File: config.mk
export PLATFORM = sky130hd
export DESIGN_NAME = sdio_host_cmd_phy
export DESIGN_NICKNAME = d
export VERILOG_FILES = /design/src/rtl/sdio_host_cmd_phy.sv
export SDC_FILE = /design/constraint.sdc
export NUM_CORES = 1
export LEC_CHECK = 0
export ABC_AREA = 1
export BUFFER_PORTS_ARGS = -buffer_cell sky130_fd_sc_hd__clkbuf_2
export CORE_MARGIN = 1.5
export CORE_UTILIZATION = 55
export CTS_BUF_LIST = sky130_fd_sc_hd__clkbuf_4 sky130_fd_sc_hd__clkbuf_8
export DETAILED_ROUTE_END_ITERATION = 8
export PLACE_DENSITY_LB_ADDON = 0.3
export SLEW_MARGIN = 30
export SYNTH_ARGS = -nofsm -noshare
export SYNTH_HDL_FRONTEND = slang
export SYNTH_SLANG_ARGS = --single-unit
File: constraint.sdc
create_clock -name clk -period 2.2 [get_ports clk]
set_clock_uncertainty 0.1 [all_clocks]
set_input_delay 0.44 -clock clk [delete_from_list [all_inputs] [get_ports clk]]
set_output_delay 0.44 -clock clk [all_outputs]
set_load 0.03 [all_outputs]
File: src/rtl/sdio_host_cmd_phy.sv
// Host-side SDIO CMD-line PHY: sends a 48-bit command frame and, when a reply is
// expected, receives the 48-bit response and checks its CRC7 and end bit.
module sdio_host_cmd_phy #(
  parameter int unsigned RSPS_TIMEOUT = 64,
  parameter int unsigned NRC_CYCLES   = 8
) (
  input  logic        clk,
  input  logic        rst,
  input  logic        i_cmd_stb,
  input  logic [5:0]  i_cmd,
  input  logic [31:0] i_cmd_arg,
  input  logic        i_rsps_en,
  input  logic        i_crc_check,
  output logic        o_idle,
  output logic        o_done_stb,
  output logic [39:0] o_rsps,
  output logic        o_crc_err,
  output logic        o_end_err,
  output logic        o_timeout,
  output logic        o_sdio_cmd_dir,
  output logic        o_sdio_cmd_out,
  input  logic        i_sdio_cmd_in
);

  localparam int unsigned TMR_MAX = (RSPS_TIMEOUT > NRC_CYCLES) ? RSPS_TIMEOUT : NRC_CYCLES;
  localparam int unsigned TW      = $clog2(TMR_MAX + 1);

  typedef enum logic [2:0] {
    S_IDLE,
    S_CMD_TX,
    S_TURN,
    S_WAIT,
    S_RX,
    S_NRC
  } state_t;

  state_t        state_q;
  logic [5:0]    bit_q;
  logic [TW-1:0] tmr_q;
  logic [6:0]    crc_q;
  logic [6:0]    crc_d;
  logic          crc_in;
  logic [6:0]    rx_crc_q;
  logic [39:0]   tx_sr_q;
  logic          rsps_en_q;
  logic          crc_chk_q;
  logic          idle_q;
  logic          done_q;
  logic [39:0]   rsps_q;
  logic          crc_err_q;
  logic          end_err_q;
  logic          timeout_q;
  logic          dir_q;
  logic          out_q;

  function automatic logic [6:0] crc7_step(input logic [6:0] c, input logic b);
    logic fb;
    fb = b ^ c[6];
    return {c[5:0], 1'b0} ^ (fb ? 7'h09 : 7'h00);
  endfunction

  // While transmitting, the CRC follows the bit currently on the line.
  always_comb begin
    crc_in = (state_q == S_CMD_TX) ? out_q : i_sdio_cmd_in;
    crc_d  = crc7_step(crc_q, crc_in);
  end

  always_ff @(posedge clk) begin
    if (rst) begin
      state_q   <= S_IDLE;
      bit_q     <= '0;
      tmr_q     <= '0;
      crc_q     <= '0;
      rx_crc_q  <= '0;
      tx_sr_q   <= '0;
      rsps_en_q <= 1'b0;
      crc_chk_q <= 1'b0;
      idle_q    <= 1'b1;
      done_q    <= 1'b0;
      rsps_q    <= '0;
      crc_err_q <= 1'b0;
      end_err_q <= 1'b0;
      timeout_q <= 1'b0;
      dir_q     <= 1'b0;
      out_q     <= 1'b1;
    end else begin
      done_q <= 1'b0;
      case (state_q)
        S_IDLE: begin
          dir_q  <= 1'b0;
          out_q  <= 1'b1;
          idle_q <= 1'b1;
          if (i_cmd_stb) begin
            // Start bit goes out now; the rest of the head waits in the shifter.
            tx_sr_q   <= {1'b1, i_cmd, i_cmd_arg, 1'b0};
            dir_q     <= 1'b1;
            out_q     <= 1'b0;
            bit_q     <= '0;
            crc_q     <= '0;
            rx_crc_q  <= '0;
            rsps_en_q <= i_rsps_en;
            crc_chk_q <= i_crc_check;
            rsps_q    <= '0;
            crc_err_q <= 1'b0;
            end_err_q <= 1'b0;
            timeout_q <= 1'b0;
            idle_q    <= 1'b0;
            state_q   <= S_CMD_TX;
          end
        end

        S_CMD_TX: begin
          bit_q <= bit_q + 6'd1;
          if (bit_q < 6'd40) begin
            crc_q <= crc_d;
          end
          if (bit_q == 6'd39) begin
            out_q   <= crc_d[6];
            tx_sr_q <= {crc_d[5:0], 1'b1, 33'd0};
          end else begin
            out_q   <= tx_sr_q[39];
            tx_sr_q <= {tx_sr_q[38:0], 1'b0};
          end
          if (bit_q == 6'd47) begin
            dir_q <= 1'b0;
            out_q <= 1'b1;
            bit_q <= '0;
            crc_q <= '0;
            tmr_q <= '0;
            if (rsps_en_q) begin
              state_q <= S_TURN;
            end else begin
              done_q  <= 1'b1;
              state_q <= S_NRC;
            end
          end
        end

        S_TURN: begin
          dir_q   <= 1'b0;
          out_q   <= 1'b1;
          tmr_q   <= '0;
          crc_q   <= '0;
          state_q <= S_WAIT;
        end

        S_WAIT: begin
          // A start bit on the expiry clock takes priority over the timeout.
          if (!i_sdio_cmd_in) begin
            rsps_q  <= {rsps_q[38:0], 1'b0};
            crc_q   <= crc_d;
            bit_q   <= 6'd1;
            state_q <= S_RX;
          end else if (tmr_q == TW'(RSPS_TIMEOUT - 1)) begin
            timeout_q <= 1'b1;
            done_q    <= 1'b1;
            tmr_q     <= '0;
            state_q   <= S_NRC;
          end else begin
            tmr_q <= tmr_q + 1'b1;
          end
        end

        S_RX: begin
          if (bit_q < 6'd40) begin
            rsps_q <= {rsps_q[38:0], i_sdio_cmd_in};
            crc_q  <= crc_d;
            bit_q  <= bit_q + 6'd1;
          end else if (bit_q < 6'd47) begin
            rx_crc_q <= {rx_crc_q[5:0], i_sdio_cmd_in};
            bit_q    <= bit_q + 6'd1;
          end else begin
            end_err_q <= !i_sdio_cmd_in;
            crc_err_q <= crc_chk_q && (rx_crc_q != crc_q);
            done_q    <= 1'b1;
            bit_q     <= '0;
            tmr_q     <= '0;
            state_q   <= S_NRC;
          end
        end

        S_NRC: begin
          dir_q <= 1'b0;
          out_q <= 1'b1;
          if (tmr_q == TW'(NRC_CYCLES - 1)) begin
            idle_q  <= 1'b1;
            state_q <= S_IDLE;
          end else begin
            tmr_q <= tmr_q + 1'b1;
          end
        end

        default: begin
          dir_q   <= 1'b0;
          out_q   <= 1'b1;
          idle_q  <= 1'b1;
          state_q <= S_IDLE;
        end
      endcase
    end
  end

  assign o_idle         = idle_q;
  assign o_done_stb     = done_q;
  assign o_rsps         = rsps_q;
  assign o_crc_err      = crc_err_q;
  assign o_end_err      = end_err_q;
  assign o_timeout      = timeout_q;
  assign o_sdio_cmd_dir = dir_q;
  assign o_sdio_cmd_out = out_q;

endmodule

==> metrics <==
sw power=3190 µW; Clock power frac=26.0%; crit path kind=register to register; CTS Buffer Depth=2; sum of negative setup slack=0 ns; Slew Limit Headroom=between 50% and 60%; Clk Latency, worst-skew pair=0.43 ns; number of port buffers=90; ys flop type=dfxtp_1; RSZ-0062 raised after global routing=no; gr ovfl total=0; syn avg cell area=7.15 µm²; via count=5355; Die H=just over 100 µm; initial core utilization=a little under three fifths; TritonRoute pass-1 iters=5; Hold Crit Class=input pin to register; Worst Path Required=between 2 and 2.5 ns; CTS resizes=0; H-Tree Level Count=4; routability cong.=approximately 0.96; worst reg-to-reg path cell count=9; vias in the first global route=~4800; CP endpoint kind=register; synth unique cells=30; FF-to-FF End=o_rsps[19]; drt wl/cell=roughly 14 µm; Min Hold Slack=~0.16 ns; initial antenna violation count=0; Final #Nets=860; pin count of the biggest net entering global routing=68; Power Density=~1200 nW/µm²; sequential share of power=between 30% and 40%; crit share post-route=89.6%; Net Sw Frac=41.3%; DR iter-0 viols=388; Die Footprint=10100 µm²; Max Slew Vio Count=0; CTS tree=yes; Gate power share=a little under two fifths; crit path max fanout=40; maxcap violations=0; Area growth, synth to finish=19.4%; Final Hold Viols=0; # DRC=0; Worst-Margin Slew=0.682 ns; Total GRT Usage=26.4%; vias per cell=5.60; layout cells sized above 1=about a fifth; CTS buffer count=17; # hold bufs at CTS=0; CTS Sinks=118; status=finished, final reports clean; die width=a little over 100 µm; # IOs=91; final WL=13000 µm; static leakage=between 0.002 and 0.003 µW; CTS clk-pin slew, worst paths=0.07 ns; yosys warns=0; first-pass GRT wire length=21700 µm; RR Startpoint=state_q[0]; syn_nets=780; hold path depth=3; Reg2Reg Setup Slack=0.23 ns; EDFF count, synth=0; root buf cell=clkbuf_8; Peak Freq=507 MHz; Post-DRT Antenna Nets=0; filler instances=811; hold path start=i_cmd_arg[0]; Mapped Area=5250 µm²; maximum VDD drop=0.000632 V; asr flop ratio synth=0%; critical path arrival=approximately 2.2 ns; CP startpoint kind=register; Worst Hold Endpoint=tx_sr_q[1]; Tmin final=1.97 ns; Pint=4530 µW; Core Box Area=between 9000 and 10000 µm²; register bit total from synthesis=118; Seq/Total Area, Yosys=45.0%; DP Wirelength=between 8000 and 9000 µm; diode count=0; Post-CTS Setup Inserts=0; most frequent cells in the layout=134 x nand2_1, 118 x dfxtp_1, 117 x a21oi_1; final setup fails=0; commonest non-fill, non-tap cell in the layout=nand2_1; Syn Inst Count=734; Rows=35
## registers in the layout, indices dropped and copies added (netlist names)
register        cells
o_end_err           1
crc_chk_q           1
tmr_q               7
o_done_stb          1
state_q             3
o_sdio_cmd_out      1
rx_crc_q            7
o_timeout           1
bit_q               6
o_crc_err           1
o_idle              1
o_sdio_cmd_dir      1
rsps_en_q           1
crc_q               7
o_rsps             40
tx_sr_q            39
## final cells by class
cell class / instances / area, µm² / share of cell area (%)
tap: 129 / 161 / 2.57
clock buffer: 19 / 262 / 4.17
multi-input combinational: 533 / 2590 / 41.4
sequential: 118 / 2360 / 37.7
timing repair buffer: 108 / 611 / 9.74
clock inverter: 13 / 144 / 2.29
inverter: 36 / 135 / 2.16
## power by group through the flow
| stage | clock, µW | sequential [µW] | combinational, µW |
|---|---|---|---|
| finish | 2000 | 2830 | 2880 |
| global route | 2130 | 2860 | 3230 |
| CTS | 2040 | 2820 | 2820 |
| detailed placement | 0 | 2860 | 2800 |
| global placement | 0 | 2840 | 2740 |
| floorplan | 0 | 2850 | 2000 |
## how the worst max path moves through the flow
stage / start / endpoint / slack [ns] / cells past startpoint
after CTS: state_q[1] / o_end_err / 0.17 / 9
after global placement: state_q[1] / o_end_err / 0.25 / 9
after detailed placement: state_q[1] / o_end_err / 0.18 / 9
after floorplan: bit_q[0] / tx_sr_q[29] / 0.45 / 10
final: state_q[0] / o_rsps[19] / 0.23 / 9
after global routing: state_q[0] / o_rsps[23] / 0.02 / 8
## cell families (layout without fill, tap and decap cells)
kind of cell / count (synthesis) / after routing / synth area share [%]
adder cells (fa/ha/maj): 2 / 2 / 0.477
buffers and inverters: 83 / 176 / 6.22
AO/OA/AOI/OAI: 232 / 232 / 22.6
AND/OR/NAND/NOR: 291 / 291 / 24.4
XOR/XNOR: 8 / 8 / 1.33
flip-flops: 118 / 118 / 45.0
## cells in the mapped netlist, types with 3 or more instances
library cell / number / area (µm²)
a21oi_1: 118 / 591
a31oi_1: 3 / 18.8
buf_1: 6 / 22.5
buf_2: 12 / 60.1
clkbuf_1: 29 / 109
dfxtp_1: 118 / 2360
inv_1: 31 / 116
inv_2: 5 / 18.8
nand2_1: 136 / 510
nand3_1: 105 / 526
nand3b_1: 4 / 30.0
nand4_1: 3 / 18.8
nor2_1: 29 / 109
nor2_2: 5 / 31.3
nor3_1: 5 / 25.0
o211ai_1: 3 / 22.5
o21ai_0: 101 / 505
xor2_1: 6 / 52.6
## worst max-delay path: stages, from the launching register on
cell and delay, ns:
dfxtp_1 0.48, inv_1 0.13, nand2_1 0.16, nor2_1 0.09, inv_1 0.19, nand2_1 0.09, o21ai_2 0.19, buf_12 0.21
nand2_1 0.07, a21oi_1 0.17
## metrics by stage
step                      util [%]  total power, µW  instance area [µm²]  cells  setup slack (ns)
after floorplan                  -             4850                 5250    734             0.452
after global placement        63.3             5590                 5850    924             0.246
after detailed placement      63.3             5660                 5850    924             0.179
after CTS                     67.7             7680                 6250    956             0.174
after global routing          67.9             8220                 6270    956            0.0153
final                         67.9             7710                 6270    956             0.229
## routing by layer
layer	vias to the layer above	track usage (%)	wire, µm
met4	0	10.8	257
li1	2685	-	-
met1	2456	34.0	5770
met3	25	5.34	785
met2	189	43.3	6200
met5	-	0	0
(Power assumes the default switching activity.)
